[src/rtl/pipeline_reg.sv]
// rtl/pipeline_reg.sv - single-entry valid/ready register slice
// One beat of storage with a one-cycle latency; full throughput when downstream is ready.
module pipeline_reg #(
   parameter int DATA_WIDTH = 8
) (
   input  logic                  clk,
   input  logic                  rst,
   input  logic [DATA_WIDTH-1:0] in_data,
   input  logic                  in_valid,
   output logic                  in_ready,
   output logic [DATA_WIDTH-1:0] out_data,
   output logic                  out_valid,
   input  logic                  out_ready
);

   logic [DATA_WIDTH-1:0] data_q, data_d;
   logic                  valid_q, valid_d;
   logic                  push, pop;

   always_comb begin
      // Accept when empty, or when the held beat leaves on this same edge.
      in_ready = !rst && (!valid_q || out_ready);
      push     = in_valid && in_ready;
      pop      = valid_q && out_ready;
      data_d   = data_q;
      valid_d  = valid_q;
      if (push) begin
         data_d  = in_data;
         valid_d = 1'b1;
      end else if (pop) begin
         valid_d = 1'b0;
      end
   end

   always_ff @(posedge clk) begin
      if (rst) begin
         data_q  <= '0;
         valid_q <= 1'b0;
      end else begin
         data_q  <= data_d;
         valid_q <= valid_d;
      end
   end

   assign out_data  = data_q;
   assign out_valid = valid_q;

endmodule

[config.mk]
export PLATFORM = sky130hd
export DESIGN_NAME = pipeline_reg
export DESIGN_NICKNAME = d
export VERILOG_FILES = /design/src/rtl/pipeline_reg.sv
export SDC_FILE = /design/constraint.sdc
export NUM_CORES = 1
export LEC_CHECK = 0
export CAP_MARGIN = 25
export CORE_AREA = 2 2 39 41
export DETAILED_ROUTE_END_ITERATION = 8
export DIE_AREA = 0 0 41 43
export PLACE_DENSITY_LB_ADDON = 0.1
export SETUP_SLACK_MARGIN = 0.05
export SYNTH_ARGS = -nofsm -noshare
export SYNTH_HDL_FRONTEND = slang
export SYNTH_SLANG_ARGS = --single-unit
[constraint.sdc]
create_clock -name clk -period 1.2 [get_ports clk]
set_clock_uncertainty 0.2 [all_clocks]
set_input_delay 0.24 -clock clk [delete_from_list [all_inputs] [get_ports clk]]
set_output_delay 0.24 -clock clk [all_outputs]
set_load 0.05 [all_outputs]
# [Word level (Yosys, flattened, before mapping)]
# Index checks and enable logic that the tools add are counted.
# Widths: inputs -> output; s select.
[word_totals] reg_bits=9 latchBits=0 mem_bits_rw=0 mem_bits_ro=0 out_inout_bits=10 n_memories=0
[op_classes] n_addsub=0 multipliers=0 div_mod_pow=0 magnitude_cmp=0 eq_ne=0 shift=0 n_mux=2 n_bitwise=0 reduce_logical=7
[ops] op="$logic_and 1x1->1" n=3
[ops] op="$logic_not 1->1" n=2
[ops] op="$mux 1" n=2
[ops] op="$reduce_bool 2->1" n=1
[ops] op="$logic_or 1x1->1" n=1

# [Longest topological paths before layout]
# Gate-level depths: netlist (run 1).
[logic_depth] depth_word=5 mapped_depth=4 depth_no_buf=3

# [Worst setup path before layout (run 1)]
# OpenSTA, ideal clock, no wires.
[synth_timing] kind="register to output" startpoint="reg valid_q (netlist: out_valid)" endpoint="out in_ready" arrival_time_ns=1.314 slack_ns=-0.554 path_stages_with_launch=3 path_buffers=0 cell_sequence="dfxtp_1 -> nor2b_4 -> nor2_1"
[synth_via] elab_chain_len=3
[synth_lines] element="from (decl)" line="17" source="logic valid_q, valid_d;"
[synth_lines] element="from (signal assigned)" line="41" source="valid_q <= valid_d;"
[synth_lines] element="$logic_not 1->1" line="22" source="in_ready = !rst && (!valid_q || out_ready);"
[synth_lines] element="$logic_or 1x1->1" line="22"
[synth_lines] element="$logic_and 1x1->1" line="22"
[synth_lines] element="to (decl)" line="10" source="output logic in_ready,"
# No other way between the ends.

# [Final worst setup path (run 1)]
# Same ends and word-level chain as after synthesis.

==> results of run 1 <==
flip-flops by register name, summed over array words and instances, names as in the netlist:
register / flops
out_valid: 1
out_data: 8
cell families after synthesis:
group / count (synthesis)
multiplexers: 8
AND/OR/NAND/NOR: 21
buffers and inverters: 2
flip-flops: 9
repair_timing:
item,CTS,global route
setup endpoints to repair,18,18
gates resized for setup,13,0
setup buffers,5,0
placed cells by master (no fill, tap or decap):
cell             netlist  layout
nor2_1                 3       2
nor2_4                 0       1
nand2b_1              16      16
dlygate4sd2_1          0       2
buf_4                  0       8
dfxtp_2                0       8
buf_6                  1       2
clkbuf_1               0       1
nor2b_4                1       2
dfxtp_4                0       1
mux2i_1                8       8
buf_12                 0      10
clkbuf_4               0       3
clkdlybuf4s50_1        0       9
final cells by class:
type / count / area (um2) / share of cell area
clock buffer: 4 / 26.3 / 0.0307
multi-input combinational: 29 / 226 / 0.264
sequential: 9 / 194 / 0.226
tap: 16 / 20.0 / 0.0234
timing repair buffer: 31 / 390 / 0.455
how the worst max path moves through the flow:
stage | cells past startpoint | slack (ps) | endpoint | start
finish | 3 | -200 | in_ready | out_valid
global route | 3 | -250 | in_ready | out_valid
CTS | 3 | -220 | in_ready | out_valid
detailed placement | 5 | -370 | out_data[6] | out_ready
global placement | 5 | -370 | out_data[6] | out_ready
floorplan | 4 | -40 | out_data[0] | out_valid
per-stage QoR:
step	utilization	power (W)	std cells	TNS (ps)	setup slack [ps]
2_1_floorplan	-	0.000470	40	-389	-44.1
3_3_place_gp	0.559	0.000624	80	-3170	-375
3_5_place_dp	0.559	0.000625	80	-3320	-373
4_1_cts	0.619	0.000889	89	-1210	-220
5_1_grt	0.619	0.000924	89	-1830	-251
6_report	0.619	0.000873	89	-1120	-203
worst max-delay path, delay by kind of cell, from the launching register on:
family | cells | cell delay, ps
AND/OR/NAND/NOR | 2 | 230
buffers and inverters | 1 | 140
flip-flops | 1 | 340
report_power, final:
part | total, W | switching (W) | internal, W | leakage, nW
registers | 0.000341 | 0.0000186 | 0.000322 | 0.0778
clock network | 0.000235 | 0.000107 | 0.000128 | 0.0150
logic | 0.000297 | 0.000128 | 0.000170 | 0.278
layer usage:
| layer | wire length, um | global-route usage | vias to the layer above |
|---|---|---|---|
| met1 | 369 | 0.140 | 157 |
| met5 | 0 | 0 | - |
| met3 | 62 | 0.0471 | 0 |
| li1 | - | - | 193 |
| met2 | 374 | 0.153 | 12 |
| met4 | 0 | 0.0600 | 0 |
==> flow_metrics.env, run 1 <==
export IMPL_outcome="complete, but fails checks"
export IMPL_failed_checks="negative setup slack"
export IMPL_syn_cell_area_um2=410
export IMPL_drt_wl_total_um=806
export IMPL_wl_per_cell_um=9.06
export IMPL_place_area_um2=773
export IMPL_p_leak_nw=0.371
export IMPL_synth_ff_type="dfxtp_1"
export IMPL_drtPass1Iterations=2
export IMPL_slew_violations=0
export IMPL_clockBufferDepth=2
export IMPL_critPathMaxFanout=2
export IMPL_end_kind="output port"
export IMPL_seq_area_frac_synth=0.439
export IMPL_h_tree_depth=1
export IMPL_cts_tree="built"
export IMPL_grt_max_degree=11
export IMPL_synth_most_common_cell="nand2b_1"
export IMPL_synth_top_area_frac=0.439
export IMPL_avgViaCountPerCell=4.07
export IMPL_clk_pin_slew_ps=60
export IMPL_setup_viol=10
export IMPL_worstMarginPinSlew_ps=246
export IMPL_max_freq_mhz=713
export IMPL_fillers=119
export IMPL_synth_top_area_cell="dfxtp_1"
export IMPL_diodes=0
export IMPL_die_area_mm2=0.00176
export IMPL_finalInstanceArea_um2=857
export IMPL_synth_top_family_by_area="simple AND/OR/NAND/NOR gates"
export IMPL_num_vias=362
export IMPL_rsz0062_at_grt="yes"
export IMPL_grt_pass1_wl_mm=1.30
export IMPL_clock_latency_ps=260
export IMPL_reg2reg_from="out_valid"
export IMPL_fp_row_count=14
export IMPL_synth_async_reset_ratio=0
export IMPL_synth_edf_count=0
export IMPL_die_w_um=41
export IMPL_synth_common_cells="16 x nand2b_1, 9 x dfxtp_1, 8 x mux2i_1, 3 x nor2_1"
export IMPL_hp_class="reg2reg"
export IMPL_drive_gt1_frac=0.479
export IMPL_die_h_um=43
export IMPL_cap_violations=0
export IMPL_start_util=0.297
export IMPL_synth_adder_area_share=0
export IMPL_antenna_found_initial=0
export IMPL_hold_viol_final=0
export IMPL_holdBufCountCts=0
export IMPL_r2r_setup_slack_ps=-120
export IMPL_track_usage=0.111
export IMPL_antenna_left=0
export IMPL_r2r_end="out_data[6]"
export IMPL_cp_required_ps=760
export IMPL_syn_inst=40
export IMPL_syn_to_final_growth_pct=109
export IMPL_powerDensity_mw_per_mm2=1020
export IMPL_synth_compound_area_frac=0
export IMPL_nets=86
export IMPL_grt_overflow_total=0
export IMPL_cpPeakStageDelay_ps=340
export IMPL_muxShareOfSynthArea=0.195
export IMPL_gp_congestion=0.602
export IMPL_ys_ff_latch=9
export IMPL_fin_crit_ps=1400
export IMPL_critPathSlowestCell="dfxtp_4"
export IMPL_crit_chain="nor2b_4, nor2_4, buf_12"
export IMPL_fin_crit_sh=1.17
export IMPL_cp_start_kind="register"
export IMPL_min_to="out_data[6]"
export IMPL_syn_nets=52
export IMPL_synth_xor_area_frac=0
export IMPL_cts_sinks=9
export IMPL_drt_initial_drc_count=3
export IMPL_yosys_area_share_simple=0.326
export IMPL_hold_depth=2
export IMPL_yosys_warnings=0
export IMPL_first_global_vias=334
export IMPL_path_class="reg2out"
export IMPL_hold_start="out_data[6]"
export IMPL_critPathArrivalTime_ps=960
export IMPL_synthDistinctLibCells=8
export IMPL_reg2reg_depth=5
export IMPL_synth_area_leaders="dfxtp_1 44%, nand2b_1 24%, mux2i_1 20%"
export IMPL_core_mm2=0.00138
export IMPL_io_pins=22
export IMPL_cts_buffers=3
export IMPL_irDropWorstVdd_v=0.000685
export IMPL_root_buffer="clkbuf_4"
export IMPL_setup_slack_ps=-203
export IMPL_drc_errors=0
export IMPL_numPortBuffers=21
export IMPL_whs_ps=292
export IMPL_maxSlewHeadroom=0.836
export IMPL_synth_avg_cell_area_um2=10.3
(Power assumes the default switching activity.)
==> inputs of run 2 (changes only) <==
--- a/config.mk
+++ b/config.mk
@@ -8,4 +8,5 @@
 export CAP_MARGIN = 25
 export CORE_AREA = 2 2 39 41
+export CTS_CLUSTER_SIZE = 8
 export DETAILED_ROUTE_END_ITERATION = 8
 export DIE_AREA = 0 0 41 43
==> constraint.sdc (replaced) <==
create_clock -name clk -period 1.2 [get_ports clk]
set_clock_uncertainty 0.2 [all_clocks]
set_input_delay 0.36 -clock clk [delete_from_list [all_inputs] [get_ports clk]]
set_output_delay 0.36 -clock clk [all_outputs]
set_load 0.05 [all_outputs]
==> flow_metrics.env, run 2 (synthesis results as in run 1) <==
export IMPL_cts_tree="built"
export IMPL_rsz0062_at_grt="yes"
export IMPL_path_class="reg2out"
export IMPL_cp_depth=3
export IMPL_outcome="complete, but fails checks"
export IMPL_die_h_um=43
export IMPL_clock_latency_ps=260
export IMPL_first_global_vias=339
export IMPL_antenna_found_initial=0
export IMPL_drtPass1Iterations=2
export IMPL_wl_per_cell_um=10.3
export IMPL_fillers=119
export IMPL_cts_sinks=9
export IMPL_max_freq_mhz=658
export IMPL_irDropWorstVdd_v=0.000577
export IMPL_end_kind="output port"
export IMPL_die_area_mm2=0.00176
export IMPL_critPathSlowestCell="dfxtp_4"
export IMPL_syn_to_final_growth_pct=108
export IMPL_avgViaCountPerCell=4.29
export IMPL_cap_violations=0
export IMPL_p_sw_w=0.000253
export IMPL_largest_reg_flops=8
export IMPL_internal_power_w=0.000615
export IMPL_cp_start_kind="register"
export IMPL_nets=84
export IMPL_drc_errors=0
export IMPL_final_cells=87
export IMPL_cp_num_buf_inv=1
export IMPL_fin_crit_ps=1520
export IMPL_final_cell_mix="16 x nand2b_1, 10 x buf_12, 8 x mux2i_1, 8 x clkdlybuf4s50_1, 7 x dfxtp_2"
export IMPL_powerDensity_mw_per_mm2=1020
export IMPL_worstMarginPinSlew_ps=193
export IMPL_final_common_cell="nand2b_1"
export IMPL_setup_viol=18
export IMPL_hp_class="reg2reg"
export IMPL_placedCellCount=79
export IMPL_antenna_left=0
export IMPL_reg2reg_depth=6
export IMPL_start_util=0.297
export IMPL_cpPeakStageDelay_ps=340
export IMPL_crit_chain="nor2b_4, nor2_4, buf_12"
export IMPL_failed_checks="negative setup slack"
export IMPL_numPortBuffers=21
export IMPL_grt_pass1_wl_mm=1.52
export IMPL_p_leak_nw=0.365
export IMPL_diodes=0
export IMPL_fp_row_count=14
export IMPL_track_usage=0.131
export IMPL_critPathArrivalTime_ps=960
export IMPL_drt_initial_drc_count=2
export IMPL_hold_viol_final=0
export IMPL_drive_gt1_frac=0.479
export IMPL_slew_violations=0
export IMPL_p_sw_frac=0.292
export IMPL_die_w_um=41
export IMPL_comb_power_share=0.340
export IMPL_clk_pin_slew_ps=60
export IMPL_cts_buffers=3
export IMPL_clockBufferDepth=2
export IMPL_setup_slack_ps=-321
export IMPL_critPathMaxFanout=2
export IMPL_maxSlewHeadroom=0.871
export IMPL_root_buffer="clkbuf_4"
export IMPL_gp_congestion=0.631
export IMPL_critical_path_top_delay_family="flip-flops"
export IMPL_io_pins=22
export IMPL_place_hpwl_um=641
export IMPL_seqPwrFrac=0.393
export IMPL_grt_overflow_total=0
export IMPL_multiInputGateArea_um2=234
export IMPL_grt_max_degree=17
export IMPL_core_mm2=0.00138
export IMPL_fin_crit_sh=1.27
export IMPL_cp_required_ps=640
export IMPL_num_vias=373
export IMPL_clock_power_share=0.267
export IMPL_whs_ps=290
export IMPL_h_tree_depth=1
export IMPL_hold_depth=2
export IMPL_layout_area_seq_um2=196
export IMPL_drt_wl_total_um=899
## run 2: metrics by stage
step	setup WS (ps)	util	setup TNS [ps]	cell area [um2]	power [W]
CTS	-335	0.613	-3950	848	0.000882
floorplan	-177	-	-544	432	0.000474
global route	-362	0.618	-3730	855	0.000910
finish	-321	0.618	-3030	855	0.000868
global placement	-541	0.561	-4440	776	0.000626
detailed placement	-556	0.561	-4510	776	0.000628
## run 2: cell type report
cell class,instances,share of cell area
timing repair buffer,29,0.442
sequential,9,0.230
multi-input combinational,29,0.274
clock buffer,4,0.0307
tap,16,0.0234
## run 2: routing by layer
metal	up-vias	wire length, um	GRT usage	part of all wire
met5	-	0	0	0
met1	162	372	0.171	0.41
li1	192	-	-	-
met2	17	434	0.172	0.48
met3	2	72	0.0576	0.080
met4	0	20	0.0800	0.022
## run 2: worst reg2reg max path: stages, from the launching register on
cell	delay, ps
dfxtp_4	340
nor2b_4	130
buf_4	130
buf_6	120
nor2b_4	120
buf_6	130
mux2i_1	180
## run 2: what timing repair did
action / 4_1_cts / 5_1_grt
endpoints found under the setup margin: 18 / 19
resized for setup: 8 / 4
setup buffers: 4 / 2
pin swaps: 1 / 0
hold buffers: 0 / 0
## run 2: power by group through the flow
stage          registers (W)  logic (W)  clock network (W)
2_1_floorplan       0.000408  0.0000666                  0
3_3_place_gp        0.000348   0.000278                  0
3_5_place_dp        0.000348   0.000280                  0
4_1_cts             0.000342   0.000295           0.000245
5_1_grt             0.000344   0.000311           0.000256
6_report            0.000341   0.000295           0.000232
## run 2: final timing paths
kind          startpoint           to  slack (ps)
max            out_valid     in_ready        -320
max reg2reg    out_valid  out_data[7]        -220
min reg2reg  out_data[0]  out_data[0]         290
min          out_data[0]  out_data[0]         290
